==> src/rtl/morse_encoder.sv <==
// morse_encoder
//   Turns accepted ASCII bytes into Morse keying with standard unit timing:
//   dot = 1 unit mark, dash = 3 units, 1 unit between symbols, 3 units after
//   each character, and a space adds 4 more units (7 total word gap).
//   One unit lasts UNIT_FINAL_VALUE+1 clock cycles.
//
// Ports
//   clk        system clock
//   reset_n    asynchronous active-low reset
//   din        ASCII byte to send
//   wr_en      write strobe; byte accepted on an edge where wr_en & ready
//   ready      block can accept a byte (high only in IDLE)
//   busy       ~ready
//   key        registered keying output, high = mark
//   bad_char   one-cycle pulse after an unsupported byte was accepted/dropped
//   char_done  one-cycle pulse in the cycle ready re-asserts after a character
//              or space completes
module morse_encoder #(
  parameter int UNIT_FINAL_VALUE = 9_999_999
) (
  input  logic       clk,
  input  logic       reset_n,
  input  logic [7:0] din,
  input  logic       wr_en,
  output logic       ready,
  output logic       busy,
  output logic       key,
  output logic       bad_char,
  output logic       char_done
);

  localparam int TW = (UNIT_FINAL_VALUE > 0) ? $clog2(UNIT_FINAL_VALUE + 1) : 1;

  typedef enum logic [1:0] {
    IDLE,
    MARK,
    SYMGAP,
    GAP
  } state_t;

  // Symbol code {count[2:0], pattern[4:0]}; count 0 marks an unsupported byte.
  // pattern bit 1 = dash, sent from pattern[count-1] down to pattern[0].
  function automatic logic [7:0] char_code(input logic [7:0] c);
    logic [7:0] u;
    logic [7:0] code;
    // Case-fold lower-case letters onto upper-case.
    u = ((c >= 8'h61) && (c <= 8'h7A)) ? (c - 8'h20) : c;
    case (u)
      8'h41: code = {3'd2, 5'b00001}; // A .-
      8'h42: code = {3'd4, 5'b01000}; // B -...
      8'h43: code = {3'd4, 5'b01010}; // C -.-.
      8'h44: code = {3'd3, 5'b00100}; // D -..
      8'h45: code = {3'd1, 5'b00000}; // E .
      8'h46: code = {3'd4, 5'b00010}; // F ..-.
      8'h47: code = {3'd3, 5'b00110}; // G --.
      8'h48: code = {3'd4, 5'b00000}; // H ....
      8'h49: code = {3'd2, 5'b00000}; // I ..
      8'h4A: code = {3'd4, 5'b00111}; // J .---
      8'h4B: code = {3'd3, 5'b00101}; // K -.-
      8'h4C: code = {3'd4, 5'b00100}; // L .-..
      8'h4D: code = {3'd2, 5'b00011}; // M --
      8'h4E: code = {3'd2, 5'b00010}; // N -.
      8'h4F: code = {3'd3, 5'b00111}; // O ---
      8'h50: code = {3'd4, 5'b00110}; // P .--.
      8'h51: code = {3'd4, 5'b01101}; // Q --.-
      8'h52: code = {3'd3, 5'b00010}; // R .-.
      8'h53: code = {3'd3, 5'b00000}; // S ...
      8'h54: code = {3'd1, 5'b00001}; // T -
      8'h55: code = {3'd3, 5'b00001}; // U ..-
      8'h56: code = {3'd4, 5'b00001}; // V ...-
      8'h57: code = {3'd3, 5'b00011}; // W .--
      8'h58: code = {3'd4, 5'b01001}; // X -..-
      8'h59: code = {3'd4, 5'b01011}; // Y -.--
      8'h5A: code = {3'd4, 5'b01100}; // Z --..
      8'h30: code = {3'd5, 5'b11111}; // 0
      8'h31: code = {3'd5, 5'b01111}; // 1
      8'h32: code = {3'd5, 5'b00111}; // 2
      8'h33: code = {3'd5, 5'b00011}; // 3
      8'h34: code = {3'd5, 5'b00001}; // 4
      8'h35: code = {3'd5, 5'b00000}; // 5
      8'h36: code = {3'd5, 5'b10000}; // 6
      8'h37: code = {3'd5, 5'b11000}; // 7
      8'h38: code = {3'd5, 5'b11100}; // 8
      8'h39: code = {3'd5, 5'b11110}; // 9
      default: code = 8'h00;
    endcase
    char_code = code;
  endfunction

  // Mark length in units for the symbol at pattern[idx].
  function automatic logic [2:0] mark_units(input logic [4:0] pat, input logic [2:0] idx);
    mark_units = pat[idx] ? 3'd3 : 3'd1;
  endfunction

  state_t       state_q;
  logic [TW-1:0] timer_q;
  logic [2:0]   units_q;
  logic [2:0]   count_q;
  logic [4:0]   pattern_q;
  logic         key_q;
  logic         ready_q;
  logic         bad_char_q;
  logic         char_done_q;

  logic [7:0]   code_d;
  logic [2:0]   count_d;
  logic [4:0]   pattern_d;
  logic         space_d;
  logic         tick;
  logic         last_unit;

  assign code_d    = char_code(din);
  assign count_d   = code_d[7:5];
  assign pattern_d = code_d[4:0];
  assign space_d   = (din == 8'h20);

  assign tick      = (timer_q == TW'(UNIT_FINAL_VALUE));
  // A period ends on the tick of its final unit.
  assign last_unit = tick && (units_q == 3'd1);

  always_ff @(posedge clk or negedge reset_n) begin
    if (!reset_n) begin
      state_q     <= IDLE;
      timer_q     <= '0;
      units_q     <= '0;
      count_q     <= '0;
      pattern_q   <= '0;
      key_q       <= 1'b0;
      ready_q     <= 1'b1;
      bad_char_q  <= 1'b0;
      char_done_q <= 1'b0;
    end else begin
      bad_char_q  <= 1'b0;
      char_done_q <= 1'b0;

      // Every state entry happens either from IDLE or on a tick, so this
      // also restarts the timer at the start of each period.
      if ((state_q == IDLE) || tick) begin
        timer_q <= '0;
      end else begin
        timer_q <= timer_q + TW'(1);
      end

      if ((state_q != IDLE) && tick && !last_unit) begin
        units_q <= units_q - 3'd1;
      end

      case (state_q)
        IDLE: begin
          if (wr_en) begin
            if (space_d) begin
              state_q <= GAP;
              units_q <= 3'd4;
              ready_q <= 1'b0;
            end else if (count_d != 3'd0) begin
              state_q   <= MARK;
              count_q   <= count_d;
              pattern_q <= pattern_d;
              units_q   <= mark_units(pattern_d, count_d - 3'd1);
              key_q     <= 1'b1;
              ready_q   <= 1'b0;
            end else begin
              bad_char_q <= 1'b1;
            end
          end
        end

        MARK: begin
          if (last_unit) begin
            key_q   <= 1'b0;
            count_q <= count_q - 3'd1;
            if (count_q == 3'd1) begin
              state_q <= GAP;
              units_q <= 3'd3;
            end else begin
              state_q <= SYMGAP;
              units_q <= 3'd1;
            end
          end
        end

        SYMGAP: begin
          if (last_unit) begin
            state_q <= MARK;
            key_q   <= 1'b1;
            units_q <= mark_units(pattern_q, count_q - 3'd1);
          end
        end

        GAP: begin
          if (last_unit) begin
            state_q     <= IDLE;
            ready_q     <= 1'b1;
            char_done_q <= 1'b1;
          end
        end

        default: begin
          state_q <= IDLE;
          key_q   <= 1'b0;
          ready_q <= 1'b1;
        end
      endcase
    end
  end

  assign ready     = ready_q;
  assign busy      = ~ready_q;
  assign key       = key_q;
  assign bad_char  = bad_char_q;
  assign char_done = char_done_q;

endmodule

==> config.mk <==
export PLATFORM = sky130hd
export DESIGN_NAME = morse_encoder
export DESIGN_NICKNAME = d
export VERILOG_FILES = /design/src/rtl/morse_encoder.sv
export SDC_FILE = /design/constraint.sdc
export NUM_CORES = 1
export LEC_CHECK = 0
export ABC_AREA = 0
export BUFFER_PORTS_ARGS = -buffer_cell sky130_fd_sc_hd__buf_2
export CAP_MARGIN = 20
export CORE_MARGIN = 1.5
export CORE_UTILIZATION = 45
export CTS_CLUSTER_SIZE = 8
export DETAILED_ROUTE_END_ITERATION = 6
export MAX_ROUTING_LAYER = met4
export PLACE_DENSITY = 0.66
export SYNTH_ARGS = -nofsm -noshare
export SYNTH_HDL_FRONTEND = slang
export SYNTH_SLANG_ARGS = --single-unit
==> constraint.sdc <==
create_clock -name clk -period 6.2 [get_ports clk]
set_input_delay 0.62 -clock clk [delete_from_list [all_inputs] [get_ports clk]]
set_output_delay 0.62 -clock clk [all_outputs]
set_load 0.05 [all_outputs]
Word-level counts from Yosys, hierarchy flattened

Memory sizes are Yosys's and may differ from the RTL's.
Cells that the tools add are included.
Widths: inputs -> output; s select.

Bits in registers: 41
ROM bits: 1024
Input port bits: 11
Output and inout bits: 5
Logic and storage cells: 98
Memories kept: 1

Add/sub/neg operators: 5
Magnitude comparators: 4
Eq/ne operators: 14
Multiplexer cells: 46
Bitwise gates (word level): 2
Reduce and logical (&&, ||, !) cells: 17

Memory list:

| name             | depth | width | read ports | clocked after Yosys merged registers in | wr ports | line | text |
|---|---|---|---|---|---|---|---|
| (name not given) | 128   | 8     | 1          | 0                                       | 0        | 48   | `case (u)` |

Operators with widths:

| operator              | number |
|---|---|
| $mux 3                | 10 |
| $add 24x1->24 const B | 1 |
| $eq 24x24->1 const B  | 1 |
| $mux 24               | 1 |
| $mux 2                | 9 |
| $mux 1                | 17 |
| $mux 8                | 2 |
| $ne 2x2->1 const B    | 5 |
| $reduce_and 5->1      | 2 |
| $pmux 3 s3            | 1 |
| $sub 3x1->3 const B   | 3 |
| $eq 8x6->1 const B    | 1 |
| $ge 8x7->1 const B    | 1 |
| $le 8x7->1 const B    | 1 |
| $lt 3x4->1 const B    | 2 |
| $pmux 2 s4            | 1 |
| $reduce_and 4->1      | 2 |
| $sub 8x6->8 const B   | 1 |
| $bmux 1 s3            | 2 |
| $eq 3x1->1 const B    | 2 |
| $pmux 3 s2            | 1 |
| $reduce_and 6->1      | 1 |
| $reduce_bool 2->1     | 3 |
| $reduce_bool 3->1     | 2 |
| 11 further kinds      | 16 |

Logic depth before layout (Yosys ltp)

Gate-level depths: netlist (run 1).
An unclocked memory read counts as a cell.

Word-level depth: 13
Gate-level depth with buffers: 16
Mapped depth without buffers: 15

Worst setup path before layout (run 1)

No wires, ideal clock.

Path kind: input to register
From: in din[1]
To: reg pattern_q[4]
Setup time: 125 ps
Data arrival time: 3188 ps
Data required time: 6075 ps
Slack: 2887 ps
Cell stages on the path: 14
Path through: buf_4 inv_1 ha_1 nor2_1 nand3_1 a31oi_1 o311a_2 inv_1 ha_1 ha_1 nor2b_1 and3_1 clkbuf_1 mux2_2

Longest elaborated chain between the ends: 7

RTL lines:

| element                                  | line | text |
|---|---|---|
| from (decl)                              | 23   | `input logic [7:0] din,` |
| $ge 8x7->1 or $le 8x7->1 (tied branches) | 47   | `u = ((c >= 8'h61) && (c <= 8'h7A)) ? (c - 8'h20) : c;` |
| $logic_and 1x1->1                        | 47   |  |
| $mux 8                                   | 47   |  |
| $mem_v2 128x8                            | -    |  |
| $mux 8                                   | 48   |  |
| $reduce_bool 3->1                        | 155  | `end else if (count_d != 3'd0) begin` |
| $reduce_and 4->1 (no source line)        | -    |  |
| to (signal assigned)                     | 158  | `pattern_q <= pattern_d;` |
| to (decl)                                | 99   | `logic [4:0] pattern_q;` |

Parallel ways exist; a longest one is shown, timed or not.
A chain may end at the register's enable or synchronous reset.

Final worst setup path (run 1)

Same ends and word-level chain as after synthesis.

==> impl_metrics.tcl, run 1 <==
set metrics [dict create \
    n_antenna_cell 0 \
    cts.htree.levels 2 \
    cp.arrival_ns 3.59 \
    drt_iter0_markers 100 \
    tightest_slew_ns 0.896 \
    r2r_setup_slack_ns 3.71 \
    post-cts-setup-buffer-count 0 \
    wl_per_cell_um 14.1 \
    max-vdd-ir-drop_v 0.000170 \
    area_growth_pct 6.06 \
    antenna_found_initial 0 \
    clk_latency_ns 0.29 \
    core_mm2 0.00639 \
    routed_wl_um 6170 \
    setup_tns_ns 0 \
    initial_core_util_pct 46.9 \
    stdcell_count 437 \
    synth_compound_area_share_pct 19.3 \
    hpwl_um 4580 \
    first_pass_iters 5 \
    worstPathRequired_ns 6.38 \
    via_per_inst 5.71 \
    layout_setup_ws_ns 2.80 \
    drive_gt1_share_pct 12.2 \
    postCtsHoldBufs 0 \
    placed_area_mm2 0.00309 \
    grt_pass1_vias 2405 \
    slew_violations 0 \
    synthXorXnorAreaFrac_pct 7.31 \
    ys_seq_area_share_pct 34.3 \
    clk_transition_reported_paths_ns 0.08 \
    cts_tree "yes" \
    cts_buffer_depth 2 \
    final_cell_mix "44 x nor2_1, 40 x dfrtp_1, 28 x nand2_1" \
    crit_fanout 16 \
    cts.sinks 41 \
    synthCells 353 \
    dp_cells 429 \
    num_vias 2495 \
    grt_max_degree 42 \
    gp_congestion 0.895 \
    worst_r2r_path_depth 7 \
    slew_headroom_pct 40.3 \
    power_uw 502 \
    fin_crit_sh_pct 54.9 \
    io_buffer_count 15 \
    die_width_um 84.6 \
    setup_violations 0 \
    crit_type "primary input to flop" \
    numCtsBuffers 5 \
    cts-root-buf "clkbuf_8" \
    fin_skew_ns 0.00745 \
    timing.rr.end "units_q[1]$_DFF_PN0_" \
    grt_pass1_wl_um 10600 \
    synthArstFlopShare_pct 100 \
    synth_edf_count 0 \
    ys.flop_type "dfrtp_1" \
    syn-num-nets 380 \
    yosysUniqueCellTypes 62 \
    hp-class "primary input to asynchronous set/reset pin" \
    synth-warning-count 0 \
    synth_seq_cells 41 \
    io_pins 16 \
    synthMuxAreaShare_pct 2.09 \
    drc 0 \
    ant_nets 0 \
    cts-resized-gates 0 \
    synth_top_family_by_area "simple AND/OR/NAND/NOR gates" \
    rsz0062_at_grt "false" \
    pre_cts_ws_ns 2.49 \
    fp.dieH_um 84.6 \
    die_area_mm2 0.00715 \
    grt_use_total_pct 18.4 \
    fin_util_pct 49.7 \
    layout.nets 386 \
    multi_input_area_mm2 0.00182 \
    syn_area_per_cell_um2 8.48 \
    crit_path_end_kind "flop" \
    holdWs_ns 0.455 \
    synth_simple_gate_area_share_pct 25.3 \
    status "complete, no violations" \
    start_kind "primary input" \
    final_area_mm2 0.00318 \
    period_needed_ns 3.40 \
    regArea_mm2 0.00103 \
    p_leak_nw 1.46 \
    cap_violations 0 \
    final_common_cell "nor2_1" \
    hold_viol 0 \
    grt-ovfl-total 0 \
    fmax_mhz 294 \
    power.density_mw_per_mm2 158 \
    rr_startpoint "timer_q[11]$_DFF_PN0_" \
    rows 29 \
    synthAdderAreaFrac_pct 6.69 \
    nFillCells 613 \
    syn_area_mm2 0.00299 \
]
-- synth_stat cells, drive strengths merged (2+ instances only) --
library cell / instances / area share [%]
and4: 2 / 0.63
nor4: 3 / 0.63
or2: 5 / 1.0
nand3b: 6 / 1.5
nor2: 45 / 5.7
o221ai: 3 / 0.88
and3: 11 / 2.3
buf: 10 / 1.8
o22a: 2 / 0.59
inv: 19 / 2.4
mux2: 2 / 0.75
nand3: 12 / 2.0
a31oi: 3 / 0.63
nor3b: 2 / 0.50
a211oi: 4 / 1.0
nor4b: 2 / 1.6
a21boi: 3 / 0.75
xnor2: 8 / 2.3
clkbuf: 6 / 0.75
nand4: 5 / 1.0
nor2b: 2 / 0.42
a21oi: 25 / 4.6
o21ai: 19 / 3.2
a311oi: 2 / 0.59
a22oi: 2 / 0.50
o21a: 4 / 1.0
nand2: 29 / 3.7
nor3: 4 / 0.67
dfrtp: 40 / 33
a22o: 2 / 0.59
nand2b: 9 / 1.9
o22ai: 5 / 1.0
o211ai: 3 / 0.92
xor2: 17 / 5.0
mux2i: 4 / 1.3
ha: 16 / 6.7
-- sequential cells by signal (all words and copies together) (netlist names) --
signal and cells:
timer_q 24, pattern_q 5, count_q 3, units_q 3
state_q 2, bad_char 1, char_done 1, key 1
ready 1
-- where the power goes --
group / switching, mW / leakage, nW / internal, mW
Clock: 0.0938 / 0.0439 / 0.0777
Sequential: 0.0000451 / 0.524 / 0.267
Combinational: 0.0407 / 0.891 / 0.0222
-- cells by family (layout without fill, tap and decap cells) --
logic type	Yosys count	after routing
compound gates	87	87
xor+xnor	25	25
buf+inv	36	43
simple gates	142	142
mux	6	6
flops	41	41
fa+ha+maj	16	16
-- metal layers --
metal	up-vias	share of wire (%)	global-route usage [%]
met2	36	52	32.8
met4	0	2.0	6.89
met3	11	1.9	2.36
li1	1258	-	-
met5	-	0	-
met1	1190	44	20.9
-- how the worst max path moves through the flow --
stage / from / to / slack [ns]
CTS: din[1] / pattern_q[4]$_DFFE_PN0P_ / 2.81
global placement: din[1] / pattern_q[4]$_DFFE_PN0P_ / 2.60
finish: din[1] / pattern_q[4]$_DFFE_PN0P_ / 2.80
global route: din[0] / pattern_q[4]$_DFFE_PN0P_ / 2.53
detailed placement: din[1] / pattern_q[4]$_DFFE_PN0P_ / 2.49
floorplan: din[1] / pattern_q[4]$_DFFE_PN0P_ / 2.89
-- worst max-delay path, stage by stage --
cell	delay, ns
buf_2	0.25
ha_1	0.28
nor2b_1	0.08
o211a_1	0.22
nor4_1	0.32
o311a_2	0.29
inv_1	0.06
ha_1	0.21
ha_1	0.23
nor2b_1	0.27
and3_1	0.38
mux2_2	0.37
-- area by class of cell --
type | count | share of cell area [%]
Clock buffer | 5 | 2.17
Sequential cell | 41 | 32.3
Clock inverter | 3 | 0.552
Tap cell | 77 | 3.03
Inverter | 20 | 2.36
Timing Repair Buffer | 15 | 2.36
Multi-Input combinational cell | 276 | 57.2
(Power assumes the default switching activity.)
==> inputs of run 2 (changes only) <==
--- a/config.mk
+++ b/config.mk
@@ -5,7 +5,7 @@
 export SDC_FILE = /design/constraint.sdc
 export NUM_CORES = 1
 export LEC_CHECK = 0
-export ABC_AREA = 0
+export ABC_AREA = 1
 export BUFFER_PORTS_ARGS = -buffer_cell sky130_fd_sc_hd__buf_2
 export CAP_MARGIN = 20
 export CORE_MARGIN = 1.5
==> constraint.sdc (replaced) <==
create_clock -name clk -period 3.4 [get_ports clk]
set_input_delay 0.34 -clock clk [delete_from_list [all_inputs] [get_ports clk]]
set_output_delay 0.34 -clock clk [all_outputs]
set_load 0.05 [all_outputs]
==> run 2 against run 1 <==
Against the previous run:
- combinational power rose to 11 times the previous value
- hold slack lost 0.29 ns
- count of clock-buffer cells in the layout did not move
- global-route usage grew 3.1 points
- critical path depth rose by 3
- sequential power grew 140%
- utilization is 1.5 points higher
- non-clock buffer count did not move
- largest cell class unchanged
- largest power group is now combinational cells
==> impl_metrics.tcl, run 2 <==
set metrics [dict create \
    status "complete, no violations" \
    initial_core_util_pct 47.1 \
    hold_viol 0 \
    slew_violations 0 \
    grt_pass1_wl_um 12800 \
    multi_input_area_mm2 0.00192 \
    p_sw_uw 736 \
    drive_gt1_share_pct 14.0 \
    crit_type "primary input to flop" \
    yosys-top-cells-count "91 x nand2_1, 60 x inv_1, 50 x nor2_1" \
    layout.nets 499 \
    p_comb_share_pct 37.9 \
    reg_top3 "timer_q (24), pattern_q (5)" \
    fin_util_pct 51.2 \
    cap_violations 0 \
    io_pins 16 \
    grt.busiest_layer "met2" \
    rows 30 \
    placed_area_mm2 0.00340 \
    postCtsHoldBufs 0 \
    first_pass_iters 6 \
    fp.dieH_um 88.1 \
    core_mm2 0.00691 \
    worstPathRequired_ns 3.62 \
    ys_top_cells_by_area "dfrtp_1 31%, nand2_1 10%, inv_1 6.9%, ha_1 6.1%, nor2_1 5.8%" \
    clock_power_share_pct 26.7 \
    synth_area_leader_cell "dfrtp_1" \
    regMostFlops "timer_q" \
    synthArstFlopShare_pct 100 \
    wl_per_cell_um 13.1 \
    gp_congestion 0.928 \
    synth_edf_count 0 \
    num_vias 2996 \
    hpwl_um 5630 \
    drt_iter0_markers 148 \
    via_per_inst 5.27 \
    drc 0 \
    tightest_slew_ns 0.929 \
    layout_setup_ws_ns 0.776 \
    crit_fanout 8 \
    switching_share_pct 40.3 \
    grt_use_total_pct 21.5 \
    internal-power_mw 1.09 \
    use_met2_pct 34.7 \
    area_growth_pct 8.65 \
    post-cts-setup-buffer-count 0 \
    synth_top_area_share_pct 30.7 \
    p_seq_share_pct 35.4 \
    numCtsBuffers 5 \
    cts-resized-gates 0 \
    grt_max_degree 42 \
    ys.flop_type "dfrtp_1" \
    cts_buffer_depth 2 \
    regArea_mm2 0.00103 \
    die_area_mm2 0.00775 \
    p_leak_nw 1.64 \
    power.density_mw_per_mm2 517 \
    setup_tns_ns 0 \
    period_needed_ns 2.62 \
    syn-num-nets 486 \
    power_mw 1.83 \
    cts.sinks 41 \
    synthCells 459 \
    ys_seq_area_share_pct 31.6 \
    final_cell_mix "91 x nand2_1, 60 x inv_1, 50 x nor2_1" \
    hp-class "primary input to asynchronous set/reset pin" \
    crit_path_end_kind "flop" \
    cts_tree "yes" \
    cp.arrival_ns 2.85 \
    fin_crit_sh_pct 77.2 \
    io_buffer_count 15 \
    ant_nets 0 \
    slew_headroom_pct 38.1 \
    cts-root-buf "clkbuf_8" \
    clk_transition_reported_paths_ns 0.09 \
    pre_cts_ws_ns 0.453 \
    max-vdd-ir-drop_v 0.000368 \
    fmax_mhz 381 \
    largest_reg_flops 24 \
    clk_latency_ns 0.30 \
    grt-ovfl-total 0 \
    fin_skew_ns 0.00811 \
    routed_wl_um 7450 \
    synth_seq_cells 41 \
    final_area_mm2 0.00354 \
    nFillCells 722 \
    setup_violations 0 \
    rsz0062_at_grt "false" \
    syn_area_per_cell_um2 7.09 \
    start_kind "primary input" \
    syn_area_mm2 0.00326 \
    n_antenna_cell 0 \
    yosysMostFrequentCell "nand2_1" \
    die_width_um 88.1 \
    final_common_cell "nand2_1" \
    synth-warning-count 0 \
    yosysUniqueCellTypes 46 \
    grt.met3_usage_pct 3.11 \
    cts.htree.levels 2 \
    grt_pass1_vias 2771 \
    antenna_found_initial 0 \
    grt_util_met1_pct 28.7 \
]
run 2: cell type report:
cell class	instances	share of cell area (%)
multi-input cells	340	54.2
flip-flops and latches	41	29.0
inverters	69	7.32
well taps	96	3.40
repair buffers	15	2.12
clock buffers	5	1.95
clock inverters	3	1.95
run 2: stage by stage:
stage               hold WS (ns)  cells
finish                     0.165    569
global route               0.249    569
CTS                        0.202    569
floorplan                 0.0444    459
global placement           0.455    561
detailed placement         0.459    561
run 2: power groups by stage:
stage | clock network [mW] | logic (mW) | registers, mW
after floorplan | 0 | 0.521 | 0.667
after global placement | 0 | 0.687 | 0.653
after detailed placement | 0 | 0.696 | 0.653
after CTS | 0.498 | 0.698 | 0.646
after global routing | 0.510 | 0.797 | 0.657
final | 0.488 | 0.694 | 0.647
run 2: cells by family after synthesis:
logic type | share of synthesized area (%)
AO/OA/AOI/OAI | 12.1
XOR/XNOR | 2.42
adder cells (fa/ha/maj) | 6.15
buffers and inverters | 9.53
flip-flops | 31.6
AND/OR/NAND/NOR | 38.3
run 2: path summary, 6_finish.rpt:
| path | start | endpoint | slack [ns] | depth (start not counted) |
|---|---|---|---|---|
| min in group clk | wr_en | bad_char$_DFF_PN0_ | 0.32 | 3 |
| min | reset_n | timer_q[0]$_DFF_PN0_ | 0.17 | 1 |
| max reg2reg | state_q[0]$_DFFE_PN0P_ | pattern_q[3]$_DFFE_PN0P_ | 1.17 | 7 |
| max | din[1] | state_q[0]$_DFFE_PN0P_ | 0.78 | 15 |
| min reg2reg | timer_q[0]$_DFF_PN0_ | timer_q[0]$_DFF_PN0_ | 0.48 | 1 |
| max in group asynchronous | reset_n | count_q[0]$_DFFE_PN0P_ | 2.65 | 1 |
run 2: per-layer routing:
layer / part of all wire (%) / routed length [µm] / up-vias
met3: 3.2 / 237 / 7
met2: 48 / 3550 / 59
met1: 48 / 3610 / 1383
met4: 0.76 / 57 / 0
li1: - / - / 1547
met5: 0 / 0 / -
run 2: critical path, cell delays in order:
cell	delay (ns)
buf_2	0.15
inv_1	0.11
ha_1	0.21
inv_1	0.08
o21ai_0	0.29
nor2_1	0.09
a221oi_1	0.25
nand4_1	0.22
ha_1	0.27
ha_1	0.22
nand2_1	0.09
o21ai_0	0.11
nor2_1	0.21
o21ai_0	0.11
o21ai_0	0.09
==> inputs of run 3 (changes only) <==
==> constraint.sdc (replaced) <==
create_clock -name clk -period 2.7 [get_ports clk]
set_input_delay 0.27 -clock clk [delete_from_list [all_inputs] [get_ports clk]]
set_output_delay 0.27 -clock clk [all_outputs]
set_load 0.05 [all_outputs]
==> run 3 against run 2 <==
Against the previous run:
- global-route usage down 0.16 points
- flip-flop and latch count stayed put
- sequential power is 25% higher
- die area unchanged
==> impl_metrics.tcl, run 3 (same netlist as run 2, synthesis figures left out) <==
set metrics [dict create \
    slew_headroom_pct 38.8 \
    die_area_mm2 0.00775 \
    first_pass_iters 5 \
    rr_startpoint "timer_q[0]$_DFF_PN0_" \
    hp-class "primary input to asynchronous set/reset pin" \
    cts-root-buf "clkbuf_8" \
    drc 0 \
    routed_wl_um 7400 \
    grt-ovfl-total 0 \
    start_kind "primary input" \
    die_width_um 88.1 \
    cp.arrival_ns 2.49 \
    postCtsHoldBufs 0 \
    reg_top3 "timer_q (24), pattern_q (5)" \
    period_needed_ns 2.31 \
    rows 30 \
    grt.met3_usage_pct 3.11 \
    layout_setup_ws_ns 0.391 \
    p_leak_nw 1.69 \
    io_buffer_count 15 \
    ant_nets 0 \
    worst_r2r_path_depth 12 \
    pre_cts_ws_ns -0.00578 \
    hold_viol 0 \
    fp.dieH_um 88.1 \
    fin_crit_sh_pct 85.5 \
    final_cell_mix "91 x nand2_1, 59 x inv_1, 50 x nor2_1" \
    gp_congestion 0.922 \
    status "complete, no violations" \
    rsz0062_at_grt "false" \
    cts_buffer_depth 2 \
    hpwl_um 5640 \
    clk_transition_reported_paths_ns 0.08 \
    io_pins 16 \
    fmax_mhz 433 \
    n_antenna_cell 0 \
    crit_fanout 11 \
    max-vdd-ir-drop_v 0.000452 \
    grt_max_degree 42 \
    tightest_slew_ns 0.918 \
    core_mm2 0.00691 \
    layout.nets 513 \
    num_vias 3032 \
    initial_core_util_pct 47.1 \
    cts.htree.levels 2 \
    fin_skew_ns 0.00777 \
    worstPathRequired_ns 2.88 \
    area_growth_pct 10.8 \
    largest_reg_flops 24 \
    grt_pass1_vias 2861 \
    power.density_mw_per_mm2 601 \
    cts.sinks 41 \
    use_met2_pct 34.0 \
    cap_violations 0 \
    numCtsBuffers 5 \
    cts_tree "yes" \
    final_common_cell "nand2_1" \
    drt_iter0_markers 127 \
    grt.busiest_layer "met2" \
    grt_use_total_pct 21.3 \
    antenna_found_initial 0 \
    slew_violations 0 \
    crit_type "primary input to flop" \
    wl_per_cell_um 12.7 \
    clk_latency_ns 0.30 \
    via_per_inst 5.20 \
    timing.rr.end "timer_q[16]$_DFF_PN0_" \
    setup_violations 0 \
    grt_util_met1_pct 28.2 \
    crit_path_end_kind "flop" \
    r2r_setup_slack_ns 0.56 \
    fin_util_pct 52.2 \
    grt_pass1_wl_um 12800 \
    drive_gt1_share_pct 16.8 \
    regMostFlops "timer_q" \
    setup_tns_ns 0 \
]
## run 3: cell count changes in the layout (fill, tap and decap cells not counted)
cell / change
buf_4: +14
ha_1: -1
bufinv_16: -2
inv_2: +1
clkbuf_8: +2
clkinv_2: +1
inv_1: -1
inv_6: -1
ha_2: +1
## run 3: per-stage QoR
step	instance area (µm²)	instances	total power [mW]	hold slack, ns
2_1_floorplan	3260	459	1.50	-0.0256
3_3_place_gp	3490	573	1.71	0.459
3_5_place_dp	3490	573	1.72	0.467
4_1_cts	3590	581	2.17	0.141
5_1_grt	3610	583	2.35	0.186
6_report	3610	583	2.17	0.103
## run 3: critical path, cell delays in order
cell and delay, ns:
buf_2 0.10, buf_4 0.15, ha_1 0.23, a21oi_2 0.17, nand2_2 0.11, nand3_4 0.14, nand2_2 0.12, nand2_1 0.08
nand2_1 0.06, nand3_2 0.09, ha_2 0.19, ha_1 0.17, inv_1 0.06, nand2_1 0.25, o21ai_0 0.14, nand2_1 0.08
o21ai_0 0.07
## run 3: layout make-up
type / count / area, µm²
clock inverters: 1 / 5.00
clock buffers: 7 / 96.3
inverters: 69 / 259
repair buffers: 29 / 180
multi-input cells: 340 / 1920
flip-flops and latches: 41 / 1030
well taps: 96 / 120
fillers: 689 / 3300
## run 3: report_power, final
part           internal (mW)  switching [mW]
Combinational          0.305           0.599
Sequential             0.724          0.0867
Clock                  0.231           0.224
## run 3: timing repair
item,in CTS,in global routing
setup buffers,0,2
endpoints found under the hold margin,0,0
endpoints found under the setup margin,0,5
gates resized for setup,0,2
## run 3: worst max-delay path by stage
stage                                  end    from  slack (ns)
floorplan           count_q[0]$_DFFE_PN0P_  din[0]        0.43
global placement    state_q[0]$_DFFE_PN0P_  din[0]        0.01
detailed placement  state_q[0]$_DFFE_PN0P_  din[0]      -0.006
CTS                 state_q[0]$_DFFE_PN0P_  din[0]        0.29
global route        state_q[0]$_DFFE_PN0P_  din[0]        0.04
finish                units_q[0]$_DFF_PN0_  din[1]        0.39
## run 3: per-layer routing
layer	share of wire, %	up-vias	routed length [µm]
met2	46	65	3390
met5	0	-	0
met1	49	1392	3650
met3	3.7	8	273
li1	-	1567	-
met4	1.1	0	84
